**src/rtl/uart_tx.sv**
```systemverilog
// 8N1 UART transmitter: valid/ready byte intake, LSB-first serialisation,
// bit period set by CLKS_PER_BIT. The line and all status outputs come from flops.
module uart_tx #(
  parameter int unsigned CLKS_PER_BIT = 868
) (
  input  logic       clk,
  input  logic       rst_n,
  input  logic [7:0] tx_data,
  input  logic       tx_valid,
  output logic       tx_ready,
  output logic       tx,
  output logic       tx_busy,
  output logic       tx_done
);

  localparam int unsigned CNT_W = (CLKS_PER_BIT > 1) ? $clog2(CLKS_PER_BIT) : 1;
  localparam logic [CNT_W-1:0] CNT_MAX = CNT_W'(CLKS_PER_BIT - 1);

  localparam logic [1:0] S_IDLE  = 2'd0;
  localparam logic [1:0] S_START = 2'd1;
  localparam logic [1:0] S_DATA  = 2'd2;
  localparam logic [1:0] S_STOP  = 2'd3;

  logic [1:0]       state_q, state_d;
  logic [CNT_W-1:0] baud_q, baud_d;
  logic [2:0]       bit_q, bit_d;
  logic [7:0]       shift_q, shift_d;
  logic             tx_q, tx_d;
  logic             ready_q, ready_d;
  logic             busy_q, busy_d;
  logic             done_q, done_d;
  logic             baud_end;

  assign baud_end = (baud_q == CNT_MAX);

  // Next-state, datapath and registered-output logic
  always_comb begin
    state_d = state_q;
    baud_d  = baud_q;
    bit_d   = bit_q;
    shift_d = shift_q;
    tx_d    = tx_q;
    done_d  = 1'b0;

    case (state_q)
      S_IDLE: begin
        tx_d = 1'b1;
        if (tx_valid && ready_q) begin
          shift_d = tx_data;
          baud_d  = '0;
          bit_d   = 3'd0;
          tx_d    = 1'b0;
          state_d = S_START;
        end
      end
      S_START: begin
        if (baud_end) begin
          baud_d  = '0;
          tx_d    = shift_q[0];
          state_d = S_DATA;
        end else begin
          baud_d = CNT_W'(baud_q + 1'b1);
        end
      end
      S_DATA: begin
        if (baud_end) begin
          baud_d = '0;
          if (bit_q == 3'd7) begin
            tx_d    = 1'b1;
            state_d = S_STOP;
          end else begin
            // Line follows the bit that becomes shift_reg[0] after this shift
            bit_d   = 3'(bit_q + 3'd1);
            shift_d = {1'b0, shift_q[7:1]};
            tx_d    = shift_q[1];
          end
        end else begin
          baud_d = CNT_W'(baud_q + 1'b1);
        end
      end
      S_STOP: begin
        if (baud_end) begin
          baud_d  = '0;
          done_d  = 1'b1;
          state_d = S_IDLE;
        end else begin
          baud_d = CNT_W'(baud_q + 1'b1);
        end
      end
      default: begin
        tx_d    = 1'b1;
        state_d = S_IDLE;
      end
    endcase

    ready_d = (state_d == S_IDLE);
    busy_d  = ~ready_d;
  end

  always_ff @(posedge clk or negedge rst_n) begin
    if (!rst_n) begin
      state_q <= S_IDLE;
      baud_q  <= '0;
      bit_q   <= 3'd0;
      shift_q <= 8'd0;
      tx_q    <= 1'b1;
      ready_q <= 1'b1;
      busy_q  <= 1'b0;
      done_q  <= 1'b0;
    end else begin
      state_q <= state_d;
      baud_q  <= baud_d;
      bit_q   <= bit_d;
      shift_q <= shift_d;
      tx_q    <= tx_d;
      ready_q <= ready_d;
      busy_q  <= busy_d;
      done_q  <= done_d;
    end
  end

  assign tx       = tx_q;
  assign tx_ready = ready_q;
  assign tx_busy  = busy_q;
  assign tx_done  = done_q;

endmodule

```
**config.mk**
```make
export PLATFORM = sky130hd
export DESIGN_NAME = uart_tx
export DESIGN_NICKNAME = d
export VERILOG_FILES = /design/src/rtl/uart_tx.sv
export SDC_FILE = /design/constraint.sdc
export NUM_CORES = 1
export LEC_CHECK = 0
export BUFFER_PORTS_ARGS = -buffer_cell sky130_fd_sc_hd__buf_4
export CORE_MARGIN = 2
export CORE_UTILIZATION = 50
export CTS_CLUSTER_DIAMETER = 50
export CTS_CLUSTER_SIZE = 20
export DETAILED_ROUTE_END_ITERATION = 8
export GPL_TIMING_DRIVEN = 0
export PLACE_DENSITY = 0.69
export SETUP_SLACK_MARGIN = 0.1
export SLEW_MARGIN = 20
export SYNTH_ARGS = -nofsm -noshare
export SYNTH_HDL_FRONTEND = slang
export SYNTH_SLANG_ARGS = --single-unit
```
**constraint.sdc**
```tcl
create_clock -name clk -period 1.8 [get_ports clk]
set_clock_uncertainty 0.15 [all_clocks]
set_input_delay 0.09 -clock clk [delete_from_list [all_inputs] [get_ports clk]]
set_output_delay 0.09 -clock clk [all_outputs]
set_load 0.005 [all_outputs]
```
# --- Word level (Yosys, flattened, before mapping) ---
# Index checks and enable logic that the tools add are counted.
word_totals:
  elab_cells: 52
  out_inout_bits: 4
  inputBits: 11
  register_bits: 27
op_classes:
  eq_ne: 9
  mux: 24
  n_addsub: 2
  bitwise_logic: 1
  reduce_logical: 8
ops:
  columns: ["op", "count"]
  rows:
  - ["two-way mux 8 bit", 3]
  - ["two-way mux 10 bit", 2]
  - ["case mux 10 bit (2 select lines)", 1]
  - ["case mux 8 bit (2 select lines)", 1]
  - ["adder 10 x 1 -> 10 bit, second input constant", 1]
  - ["equality test 10 bit, second input constant", 1]
  - ["two-way mux 2 bit", 5]
  - ["two-way mux 3 bit", 3]
  - ["inequality test 2 bit, second input constant", 4]
  - ["case mux 2 bit (4 select lines)", 1]
  - ["two-way mux 1 bit", 6]
  - ["case mux 3 bit (2 select lines)", 1]
  - ["equality test 2 bit, second input constant", 2]
  - ["logical NOT 2 bit", 2]
  - ["AND reduction 4 bit", 1]
  - ["adder 3 x 1 -> 3 bit, second input constant", 1]
  - ["equality test 3 bit, second input constant", 1]
  - ["case mux 1 bit (3 select lines)", 1]
  - ["AND reduction 3 bit", 1]
  - ["nonzero test 3 bit", 1]
  - ["OR reduction 3 bit", 1]
  - ["equality test 2 x 1 -> 1 bit, second input constant", 1]
  - ["nonzero test 2 bit", 1]
  - ["logical AND 1 bit", 1]
  - ["NOT 1 bit", 1]

# --- Longest topological paths before layout ---
logic_depth:
  word_depth: 6
  depth_mapped: 8
  mapped_depth_nobuf: 6

# --- Worst setup path before layout ---
# No wires, ideal clock.
synth_path:
  kind: "flip-flop to flip-flop"
  from: "register state_q[0]"
  to: "register bit_q[0]"
  required_time_ns: 1.525
  arrival_time_ns: 1.683
  synth_period_minus_slack_ns: 1.957
  setup_ns: 0.125
  stages_incl_launch_ff: 9
  path_buffers: 2
  setup_slack_ns: -0.157
  cell_sequence: "dfrtp_1 > inv_1 > ha_1 > clkbuf_8 > nor2b_1 > nand4_1 > a21oi_2 > buf_4 > mux2_2"
synth_via:
  elab_chain_len: 3
  word_cells_on_any_way: 8
  cone_classes: "eq/ne: 4; mux: 1; reduce/logical: 3"
synth_rtl:
  columns: ["element", "line_no", "text"]
  rows:
  - ["start: declaration", "24", "logic [1:0] state_q, state_d;"]
  - ["start signal: assignment", "111", "state_q <= state_d;"]
  - ["equality test 2 bit or logical NOT 2 bit (tied branches)", "45", "case (state_q)"]
  - ["inequality test 2 bit (no source line) or nonzero test 2 bit (tied branches)", null, null]
  - ["AND reduction 4 bit (no source line)", null, null]
  - ["end signal: assignment", "113", "bit_q <= bit_d;"]
  - ["end: declaration", "26", "logic [2:0] bit_q, bit_d;"]
# Parallel ways exist; a longest one is shown, timed or not.
# A chain may end at the register's enable or synchronous reset.

# --- Worst setup path in the final report ---
layout_path:
  from: "register bit_q[1]"
  to: "register bit_q[0]"
layout_via:
  elab_chain_len: 3
layout_rtl:
  columns: ["element", "line_no", "text"]
  rows:
  - ["equality test 3 bit", "68", "if (bit_q == 3'd7) begin"]
  - ["inequality test 2 bit (no source line)", null, null]
  - ["AND reduction 4 bit (no source line)", null, null]
# Every way passes these cells.

==> summary.md <==
| Metric | Value |
|---|---|
| Drt first pass iters | `4` |
| Final cell count without fillers | `220` |
| Post-route clock period utilization | `1.07` |
| #FFs+latches synth | `27` |
| Drt first-iter violations | `22` |
| CP arrival | `2030 ps` |
| Share of layout cells above drive strength 1 | `0.508` |
| DR vias | `around 1200` |
| Total CTS buffers | `3` |
| DRC | `0` |
| LEAKAGE | `0.000927 uW` |
| CTS Buffer Depth | `2` |
| Critical path startpoint category | `flop` |
| Global-route wire length before repair | `5310 um` |
| Unrepaired setup endpoints after global routing | `yes` |
| Port Buffers | `14` |
| Mapped Nets | `155` |
| Top cell type's share of synthesized area | `0.411` |
| Area growth syn-to-layout | `44.7%` |
| Gate Count Post-Synth | `~140` |
| Final HPWL DP | `1970 um` |
| Pre-CTS setup slack | `-235 ps` |
| Compound-Gate Fraction of Synth Area | `0.0839` |
| Slew @ Worst Pin | `352 ps` |
| Grt ovf | `0` |
| Simple-Gate Fraction of Synth Area | `0.178` |
| Failing checks | `negative setup slack` |
| Largest net degree at the start of global routing | `28` |
| Mux contribution to synthesized area | `0.138` |
| Die ar. | `0.00350 mm2` |
| Post-Syn Area | `0.00152 mm2` |
| Post-DR wirelength/cell | `between 15 and 20 um` |
| Skew-Pair Late Insertion Delay | `350 ps` |
| GP Congestion | `0.711` |
| Post-synth top flop | `dfrtp_1` |
| Num Clock Sinks | `27` |
| Worst r2r src | `bit_q[1]$_DFFE_PN0P_` |
| Cell taking the most area after synthesis | `dfrtp_1` |
| Placed cell count | `approximately 180` |
| Relative slew margins | `0.765` |
| Vias in the first global route | `approximately 1200` |
| Synth cell types | `41` |
| Root buf cell | `clkbuf_4` |
| Detailed Route WL | `3430 um` |
| Max-cap viol count | `0` |
| Die W | `59.2 um` |
| Crit Path Class | `flop to flop` |
| Gr usage total | `0.202` |
| Final Slew Violations | `0` |
| EDFF count, synth | `0` |
| Critical Path Sink Type | `flop` |
| Worst reg2reg endpoint | `bit_q[0]$_DFFE_PN0P_` |
| Seq/Total Area, Yosys | `0.446` |
| Via density | `5.51` |
| Max IR drop VDD | `~530 uV` |
| R2R Setup Slk | `-120 ps` |
| Endpoints failing setup | `13` |
| Core ar. | `0.00298 mm2` |
| TritonCTS clock tree | `done` |
| Post-route worst setup slack | `-122 ps` |
| Reg2reg path depth | `7` |
| YS warnings | `0` |
| Synthesized area per cell | `11.2 um2` |
| Worst EP required | `1910 ps` |
| N_diodes | `0` |
| Util after Layout | `0.739` |
| Clock slew seen by the registers of the worst setup and hold paths | `160 ps` |
| Post-synthesis adder-cell area fraction | `0.0658` |
| I/O pins | `15` |
| Main combinational cell family by area after synthesis | `simple AND/OR/NAND/NOR gates` |
| Pwr per Cell Area | `443 mW/mm2` |
| Max frequency | `520 MHz` |
| Xor-xnor portion of the synthesized cell area | `0.0461` |
| Max FO, Critical Path | `5` |
| Ys async rst share | `1.00` |
| Die Y | `59.2 um` |
| Row count | `20` |
| Fin. Hold Viols | `0` |
| HP Class | `input port to async pin` |
| Status | `finished with violations` |
| # nets final | `between 200 and 250` |
| Initial antenna violation count | `0` |
| Hold WS | `17.6 ps` |
| Cells taking the most area after synthesis | `dfrtp_1 (41%), mux2_2 (12%), ha_1 (6.6%)` |
| Antenna Violating Nets Remaining | `0` |
| H-tree Lvls | `1` |
| Minimum clock period | `between 1500 and 2000 ps` |
| Initial core utilization | `0.511` |
-- metrics by stage --
step	area, um2	setup TNS, ps	power (uW)
3_3_place_gp	1700	-1950	678
6_report	2200	-1130	976
3_5_place_dp	1700	-2630	681
4_1_cts	2060	-1560	978
5_1_grt	2200	-2460	1010
2_1_floorplan	1550	-563	647
-- routing by layer --
| layer | track usage | up-vias | routed length [um] |
|---|---|---|---|
| met4 | 0.0682 | 0 | 33 |
| li1 | - | 582 | - |
| met3 | 0.0524 | 5 | 107 |
| met5 | 0 | - | 0 |
| met1 | 0.244 | 604 | 1540 |
| met2 | 0.348 | 21 | 1750 |
-- area by class of cell --
type / count / area (um2)
Multi-Input combinational cell: 98 / 977
Fill cell: 196 / 776
Sequential cell: 27 / 681
Timing Repair Buffer: 47 / 394
Buffer: 5 / 56.3
Tap cell: 33 / 41.3
Clock buffer: 3 / 22.5
Inverter: 6 / 22.5
Clock inverter: 1 / 7.51
-- synth_stat cells (2+ instances only) --
cell     instances
mux2_2          16
nor3_1           2
nor2b_1          2
inv_1            6
xnor2_1          3
xor2_1           5
nand2_1         10
dfrtp_1         25
mux2i_1          3
ha_1             8
and2_2           2
dfstp_2          2
nor4_1           3
nand4_1          7
and3_1           3
nor2_1          12
a31oi_1          3
-- placed cells by master, fill, tap and decap left out, types with 2 or more instances in the layout --
cell	instances
mux2i_1	2
buf_4	33
a31oi_1	3
dfstp_2	2
inv_2	2
ha_1	2
xor2_1	5
nand2_1	9
mux2_4	6
ha_4	4
and3_1	3
clkbuf_4	4
nand4_1	7
dfrtp_2	2
xnor2_1	3
mux2_2	10
dlygate4sd3_1	9
buf_6	8
ha_2	2
and2_2	2
nor2_1	12
inv_1	4
dfrtp_1	23
-- cell families after synthesis --
logic type | Yosys count
simple gates | 49
flops | 27
mux | 19
compound gates | 14
buf+inv | 11
xor+xnor | 8
fa+ha+maj | 8
-- worst max-delay path, cell delays in order, from the launching register on --
cell and delay [ps]:
dfrtp_1 440, ha_4 180, ha_4 170, nor2b_4 90, nand4_1 130, a21oi_4 210, buf_6 160, mux2_4 300
-- timing repair --
item / CTS / global route
buffers inserted: 14 / 9
gates cloned: 1 / 0
setup endpoints to repair: 25 / 26
resized for setup: 24 / 21
hold buffers: 9 / 0
hold endpoints to repair: 35 / 0
pin swaps: 3 / 13
-- registers in the layout, indices dropped and copies added, names as in the netlist --
name	cells
baud_q	10
state_q	2
bit_q	3
tx_busy	1
tx_ready	1
tx_done	1
shift_q	8
tx	1
-- how the worst max path moves through the flow --
stage / slack (ps) / from / end
final: -120 / bit_q[1]$_DFFE_PN0P_ / bit_q[0]$_DFFE_PN0P_
after global routing: -210 / state_q[0]$_DFF_PN0_ / shift_q[5]$_DFFE_PN0P_
after CTS: -130 / state_q[0]$_DFF_PN0_ / shift_q[3]$_DFFE_PN0P_
after detailed placement: -240 / state_q[0]$_DFF_PN0_ / shift_q[3]$_DFFE_PN0P_
after global placement: -200 / state_q[0]$_DFF_PN0_ / shift_q[5]$_DFFE_PN0P_
after floorplan: -80 / state_q[0]$_DFF_PN0_ / bit_q[0]$_DFFE_PN0P_
-- where the power goes --
group | switching (uW) | internal [uW]
registers | 5.13 | 616
clock network | 202 | 85.6
logic | 25.0 | 41.8
Power figures use the tool's default switching activity.
